==> src/rtl/red_xor_seq_if.sv <==
// Operand/result bus for red_xor_seq: producer side carries operand A,
// consumer side receives the parity bit Z.
interface red_xor_seq_if #(
    parameter int WIDTH = 64
);
    // Both channels use valid/ready: a transfer happens on a rising edge where
    // valid and ready are both high; valid must not wait for ready, and the
    // receiver may raise ready at any time.
    logic             InValid;
    logic             InReady;
    logic [WIDTH-1:0] A;
    logic             OutValid;
    logic             OutReady;
    logic             Z;
    logic             Busy;

    modport master (
        output InValid,
        output A,
        output OutReady,
        input  InReady,
        input  OutValid,
        input  Z,
        input  Busy
    );

    modport slave (
        input  InValid,
        input  A,
        input  OutReady,
        output InReady,
        output OutValid,
        output Z,
        output Busy
    );
endinterface

==> src/rtl/red_xor_seq.sv <==
// Multi-cycle parity controller: reduces a WIDTH-bit operand to its parity bit
// by XOR-folding CHUNK bits per cycle over WIDTH/CHUNK cycles.
module red_xor_seq #(
    parameter int WIDTH = 64,
    parameter int CHUNK = 8
) (
    input  logic       CLK,
    input  logic       RSTn,
    red_xor_seq_if.slave bus,
    output logic [1:0] dbg_state_o
);
    localparam int NCYC = WIDTH / CHUNK;
    localparam int CW   = (NCYC > 1) ? $clog2(NCYC) : 1;
    localparam logic [CW-1:0] LAST_CNT = CW'(NCYC - 1);

    generate
        if (CHUNK < 1 || CHUNK > WIDTH || (WIDTH % CHUNK) != 0) begin : g_bad_params
            $error("red_xor_seq: CHUNK must be in 1..WIDTH and divide WIDTH");
        end
    endgenerate

    typedef enum logic [1:0] {
        S_IDLE = 2'd0,
        S_RUN  = 2'd1,
        S_DONE = 2'd2
    } state_e;

    state_e           state_q, state_d;
    logic [WIDTH-1:0] sreg_q, sreg_d;
    logic             acc_q, acc_d;
    logic [CW-1:0]    cnt_q, cnt_d;
    logic             z_q, z_d;
    logic             en_q;

    logic             slice_par;
    logic [WIDTH-1:0] sreg_shift;

    assign slice_par = ^sreg_q[CHUNK-1:0];

    // With a single chunk the whole operand is consumed in one step.
    generate
        if (NCYC == 1) begin : g_shift_one
            assign sreg_shift = '0;
        end else begin : g_shift_many
            assign sreg_shift = {{CHUNK{1'b0}}, sreg_q[WIDTH-1:CHUNK]};
        end
    endgenerate

    always_ff @(posedge CLK or negedge RSTn) begin
        if (!RSTn) begin
            state_q <= S_IDLE;
            sreg_q  <= '0;
            acc_q   <= 1'b0;
            cnt_q   <= '0;
            z_q     <= 1'b0;
            en_q    <= 1'b0;
        end else begin
            state_q <= state_d;
            sreg_q  <= sreg_d;
            acc_q   <= acc_d;
            cnt_q   <= cnt_d;
            z_q     <= z_d;
            en_q    <= 1'b1;
        end
    end

    always_comb begin
        state_d = state_q;
        sreg_d  = sreg_q;
        acc_d   = acc_q;
        cnt_d   = cnt_q;
        z_d     = z_q;
        case (state_q)
            S_IDLE: begin
                if (bus.InValid && en_q) begin
                    sreg_d  = bus.A;
                    acc_d   = 1'b0;
                    cnt_d   = '0;
                    state_d = S_RUN;
                end
            end
            S_RUN: begin
                acc_d  = acc_q ^ slice_par;
                sreg_d = sreg_shift;
                // Counter stops at the final slice so it never wraps.
                if (cnt_q == LAST_CNT) begin
                    z_d     = acc_q ^ slice_par;
                    state_d = S_DONE;
                end else begin
                    cnt_d = cnt_q + 1'b1;
                end
            end
            S_DONE: begin
                if (bus.OutReady) begin
                    state_d = S_IDLE;
                end
            end
            default: begin
                state_d = S_IDLE;
            end
        endcase
    end

    // en_q keeps InReady low until the first edge after reset release.
    assign bus.InReady  = (state_q == S_IDLE) && en_q;
    assign bus.OutValid = (state_q == S_DONE);
    assign bus.Z        = z_q;
    assign bus.Busy     = (state_q != S_IDLE);
    assign dbg_state_o  = state_q;
endmodule

==> src/flat_wrapper.sv <==
// flat-port wrapper written by rule: the top's interface ports become plain ports
module red_xor_seq_flat 
#(
    parameter int WIDTH = 64,
    parameter int CHUNK = 8
)
  (CLK, RSTn, dbg_state_o, bus_InValid, bus_A, bus_OutReady, bus_InReady, bus_OutValid, bus_Z, bus_Busy);
  red_xor_seq_if #(.WIDTH(WIDTH)) bus_i ();
  input  logic CLK;
  input  logic RSTn;
  output logic [1:0] dbg_state_o;
  input wire logic [$bits(bus_i.InValid)-1:0] bus_InValid;
  input wire logic [$bits(bus_i.A)-1:0] bus_A;
  input wire logic [$bits(bus_i.OutReady)-1:0] bus_OutReady;
  output wire logic [$bits(bus_i.InReady)-1:0] bus_InReady;
  output wire logic [$bits(bus_i.OutValid)-1:0] bus_OutValid;
  output wire logic [$bits(bus_i.Z)-1:0] bus_Z;
  output wire logic [$bits(bus_i.Busy)-1:0] bus_Busy;
  assign bus_i.InValid = bus_InValid;
  assign bus_i.A = bus_A;
  assign bus_i.OutReady = bus_OutReady;
  assign bus_InReady = bus_i.InReady;
  assign bus_OutValid = bus_i.OutValid;
  assign bus_Z = bus_i.Z;
  assign bus_Busy = bus_i.Busy;
  red_xor_seq #(.WIDTH(WIDTH), .CHUNK(CHUNK)) u_core (.CLK(CLK), .RSTn(RSTn), .bus(bus_i), .dbg_state_o(dbg_state_o));
endmodule
==> config.mk <==
export PLATFORM = sky130hd
export DESIGN_NAME = red_xor_seq_flat
export DESIGN_NICKNAME = d
export VERILOG_FILES = /design/src/rtl/red_xor_seq_if.sv /design/src/rtl/red_xor_seq.sv /design/src/flat_wrapper.sv
export SDC_FILE = /design/constraint.sdc
export NUM_CORES = 1
export LEC_CHECK = 0
export ABC_AREA = 1
export CAP_MARGIN = 5
export CORE_UTILIZATION = 45
export CTS_BUF_LIST = sky130_fd_sc_hd__clkbuf_4 sky130_fd_sc_hd__clkbuf_8
export DETAILED_ROUTE_END_ITERATION = 8
export DONT_BUFFER_PORTS = 1
export GPL_ROUTABILITY_DRIVEN = 1
export PLACE_DENSITY = 0.7
export SKIP_CTS_REPAIR_TIMING = 1
export SLEW_MARGIN = 20
export SYNTH_ARGS = -nofsm -noshare
export SYNTH_HDL_FRONTEND = slang
export SYNTH_SLANG_ARGS = --single-unit
export TNS_END_PERCENT = 50
==> constraint.sdc <==
create_clock -name CLK -period 1.41 [get_ports CLK]
set_input_delay 0.2115 -clock CLK [delete_from_list [all_inputs] [get_ports CLK]]
set_output_delay 0.2115 -clock CLK [all_outputs]
set_load 0.02 [all_outputs]
==> Yosys cells after proc, flatten, opt, wreduce, memory -nomap -nowiden <==
Cells that the tools add are included.
{ "classes": {"n_bitwise": 1, "n_mux": 11, "n_eq_ne": 7, "n_reduce_logical": 10, "addsub": 1} }
{ "ops": {"columns": ["op", "count"], "rows": [
  ["one-hot mux 64 bit (2 select lines)", 1],
  ["2-to-1 mux 64 bit", 1],
  ["parity 8 bit", 1],
  ["2-to-1 mux 2 bit", 3],
  ["2-to-1 mux 3 bit", 2],
  ["one-hot mux 2 bit (3 select lines)", 1],
  ["one-hot mux 3 bit (2 select lines)", 1],
  ["AND reduction 3 bit", 2],
  ["!= test 2 x 1 -> 1 bit, second input constant", 2],
  ["!= test 2 bit, second input constant", 2],
  ["AND reduction 2 bit", 2],
  ["nonzero test 2 bit", 2],
  ["adder 3 x 1 -> 3 bit, second input constant", 1],
  ["== test 3 bit, second input constant", 1],
  ["== test 2 x 1 -> 1 bit, second input constant", 1],
  ["== test 2 bit, second input constant", 1],
  ["logical AND 1 bit", 2],
  ["zero test 2 bit", 1],
  ["one-hot mux 1 bit (2 select lines)", 1],
  ["2-to-1 mux 1 bit", 1],
  ["XOR 1 bit", 1]
]} }
{ "word_totals": {"input_bits": 68, "word_cells": 36, "ff_bits": 72, "out_inout_bits": 6} }

==> Longest topological paths before layout <==
{ "logic_depth": {"depth_word": 3, "ltp_mapped": 10} }

==> Least setup slack after synthesis <==
OpenSTA, ideal clock, no wires.
{ "synth_timing": {"path_kind": "register -> register", "startpoint": "reg u_core.state_q[0], in the netlist u_core.dbg_state_o[0]", "endpoint": "reg u_core.sreg_q[10]", "period_less_slack_ns": 1.542, "path_buffers": 1, "stages_incl_launch_ff": 8, "arrival_time_ns": 1.411, "slack_ns": -0.132, "setup_time_ns": 0.130, "path_cell_list": "dfrtp_1 inv_2 nand2_2 nor2_8 nor2_8 inv_4 clkbuf_1 o21ai_1"} }
{ "synth_between": {"elab_chain_len": 3, "word_cells_on_any_way": 6, "classes_between": "eq/ne: 2; mux: 1; reduce/logical: 3"} }
{ "synth_lines": {"columns": ["element", "line", "rtl"], "rows": [
  ["from (decl)", "red_xor_seq.sv:28", "state_e state_q, state_d;"],
  ["from (signal assigned)", "red_xor_seq.sv:58", "state_q <= state_d;"],
  ["zero test 2 bit or == test 2 x 1 -> 1 bit (tied branches)", "red_xor_seq.sv:73", "case (state_q)"],
  ["!= test 2 x 1 -> 1 bit (no line) or nonzero test 2 bit (tied branches)", null, null],
  ["AND reduction 2 bit (no line)", null, null],
  ["to (signal assigned)", "red_xor_seq.sv:59", "sreg_q <= sreg_d;"],
  ["to (decl)", "red_xor_seq.sv:29", "logic [WIDTH-1:0] sreg_q, sreg_d;"]
]} }
Several ways; a longest one is shown, not always the timed one.
A chain may end at the register's enable or synchronous reset.

==> Worst setup path after layout <==
{ "layout_timing": {"startpoint": "reg u_core.state_q[1], in the netlist u_core.dbg_state_o[1]", "endpoint": "out bus_InReady"} }
{ "layout_between": {"elab_chain_len": 2} }
{ "layout_lines": {"columns": ["element", "line", "rtl"], "rows": [
  ["zero test 2 bit", "red_xor_seq.sv:105", "assign bus.InReady = (state_q == S_IDLE) && en_q;"],
  ["logical AND 1 bit", "red_xor_seq.sv:105", null],
  ["to (decl)", "flat_wrapper.sv:15", "output wire logic [$bits(bus_i.InReady)-1:0] bus_InReady;"]
]} }
No other way between the ends.

==> metrics <==
post-route minimum period 1.49 ns; Clock Path Buffers 2; DR WL/cell 14.9 um; synth warn 0; RePlAce Congestion 0.790; reg2reg start u_core.dbg_state_o[0]; Tot GR Track Use 0.184; CTS tree yes; hold slack -0.444 ns; max cap viols 0; routed vias/inst 5.27; IO buf count 0; vias post-DR 2804; Area Growth Syn to Fin 20.8%; H-tree depth 3; Crit Path Max Fanout 3; worst hold-check path type input pin to asynchronous set/reset pin; Final setup viols 14; Largest stage delay, worst path 0.46 ns; chip width 90.0 um; synth unique cells 23; Static Leakage 2.03 nW; worst reg2reg setup slack -0.05 ns; most frequent cell after synthesis nand2_1; Routed Antenna Nets 0; CTS root buffer clkbuf_8; CTS buffer count 9; Critical Path Slowest Stage Cell dfrtp_2; drt first pass iters 4; Initial Util 0.473; total grt overflow 0; row cnt 31; Tcrit/Tclk final 1.06; boundary pin count 74; ys flop type dfrtp_1; count of pins over their slew limit 0; synthesized instance count 409; FF-to-FF End u_core.sreg_q[55]; Avg Inst Size Synth 8.53 sq um; # DRC 0; number of synthesized flops with an enable pin 0; Syn Nets 479; share of post-route cells with drive strength above 1 0.123; crit path kind flip-flop to primary output; Pwr Density 2710 mW/mm^2; unrepaired setup endpoints after global routing true; clock transition at the registers of the reported paths 0.07 ns; Die Y-Extent 90.0 um; maximum VDD drop 1.43 mV; largest net degree at the start of global routing 73; Final TNS setup -0.197 ns; die area 0.00811 sq mm; Final Hold Violating Endpoints 74; crit path from u_core.dbg_state_o[1]; Worst EP required 1.20 ns; post-synth top area share 0.517; vias in the first global route 2569; area leader, netlist dfrtp_1; synth top area cells dfrtp_1 52%, o211ai_1 11%, nand2_1 11%; setup slack after layout -0.0844 ns; startpoint type of the worst setup path flip-flop; CTS sink count 72; later-pin clock latency in the skew report 0.35 ns; flops & latches, synth 72; Seq/Total Area, Yosys 0.517; initial antenna violation count 1; Max Clk Rate 669 MHz; arrival time worst endpoint 1.28 ns; CP Capture Type primary output; Final nets 498; violated checks negative hold slack, negative setup slack; global-route wire length before repair 11.9 mm; initial DRC count 134; commonest cells in the netlist 100 x nand2_1, 72 x dfrtp_1, 68 x inv_1; HPWL after DPL 4.85 mm; most frequent CP cell buf_6; core area 0.00737 sq mm; worst-path cell chain inv_4 -> nand2_4 -> buf_6 -> nor2_4 -> buf_6; Routed WL 7.91 mm; FF-to-FF path depth 8; Mapped Area 0.00349 sq mm; status complete, but fails checks; share of flip-flops with an asynchronous set or reset 1.00; Final Skew 0.0106 ns; Power, Total 0.0114 W
[worst max path at each step]
stage	to	slack [ns]	cells after the start
2_1_floorplan	u_core.sreg_q[29]	-0.05	9
3_3_place_gp	u_core.sreg_q[46]	0.01	5
3_5_place_dp	u_core.sreg_q[46]	0.02	5
4_1_cts	bus_InReady	-0.17	5
5_1_grt	bus_InReady	-0.14	5
6_report	bus_InReady	-0.08	5
[cells in the final DEF, fill, tap and decap left out, types with 2 or more instances in the layout]
cell and n:
nand2_1 99, dlygate4sd3_1 6, inv_4 2, bufinv_16 3, clkbuf_4 2, a31oi_1 2, nor2_8 2, inv_1 68
nor2_4 3, nor2_1 3, nand3_1 9, buf_12 4, clkbuf_16 6, buf_4 11, buf_16 2, dfrtp_2 2
buf_6 3, o211ai_1 52, dfrtp_1 70, clkbuf_8 10, o21ai_1 52, o21ai_0 12, ha_1 2
[area by class of cell]
cell class                      instances  area, sq um
Inverter                               71          279
Sequential cell                        72         1800
Multi-Input combinational cell        242         1300
Clock inverter                          3         90.1
Fill cell                             645         3160
Tap cell                               99          124
Timing Repair Buffer                   32          462
Clock buffer                           12          153
Antenna cell                            1         2.50
[worst max-delay path: cells and delay by family, from the launching register on]
family,cells,cell delay (ns)
and+or+nand+nor,2,0.14
DFF,1,0.46
buffers and inverters,3,0.34
[metal layers]
layer  vias to the layer above  share of wire  GRT usage
met1                      1331           0.45      0.236
met3                         9          0.072     0.0846
met4                         0         0.0091     0.0538
met2                        84           0.46      0.280
met5                         -              0          0
li1                       1380              -          -
[per-stage QoR]
| step | cells | cell area (sq um) | setup WS, ns | utilization | hold slack (ns) |
|---|---|---|---|---|---|
| 2_1_floorplan | 409 | 3500 | -0.0500 | - | -0.0841 |
| 3_3_place_gp | 498 | 3630 | 0.0112 | 0.493 | -0.0824 |
| 3_5_place_dp | 498 | 3630 | 0.0191 | 0.493 | -0.0826 |
| 4_1_cts | 513 | 3870 | -0.169 | 0.526 | -0.462 |
| 5_1_grt | 531 | 4210 | -0.144 | 0.571 | -0.471 |
| 6_report | 532 | 4210 | -0.0844 | 0.571 | -0.444 |
[cell families (layout without fill, tap and decap cells)]
logic type,after synthesis,count (layout),synth area share
xor+xnor,1,1,0.00251
mux,1,1,0.00287
other cells,1,2,0.00108
fa+ha+maj,2,2,0.00718
simple gates,118,118,0.142
buf+inv,95,118,0.118
flops,72,72,0.517
compound gates,119,119,0.210
[sequential cells by signal (all words and copies together) (netlist names)]
register	cells
u_core.acc_q	1
u_core.bus.Z	1
u_core.cnt_q	3
u_core.dbg_state_o	2
u_core.en_q	1
u_core.sreg_q	64
[report_power, final]
part | leakage, nW | switching (W) | internal [W]
combinational | 1.03 | 0.00337 | 0.00263
sequential | 0.879 | 0.000355 | 0.00308
clock | 0.124 | 0.000731 | 0.00125
Note: power is estimated with default switching activity, not from simulation.
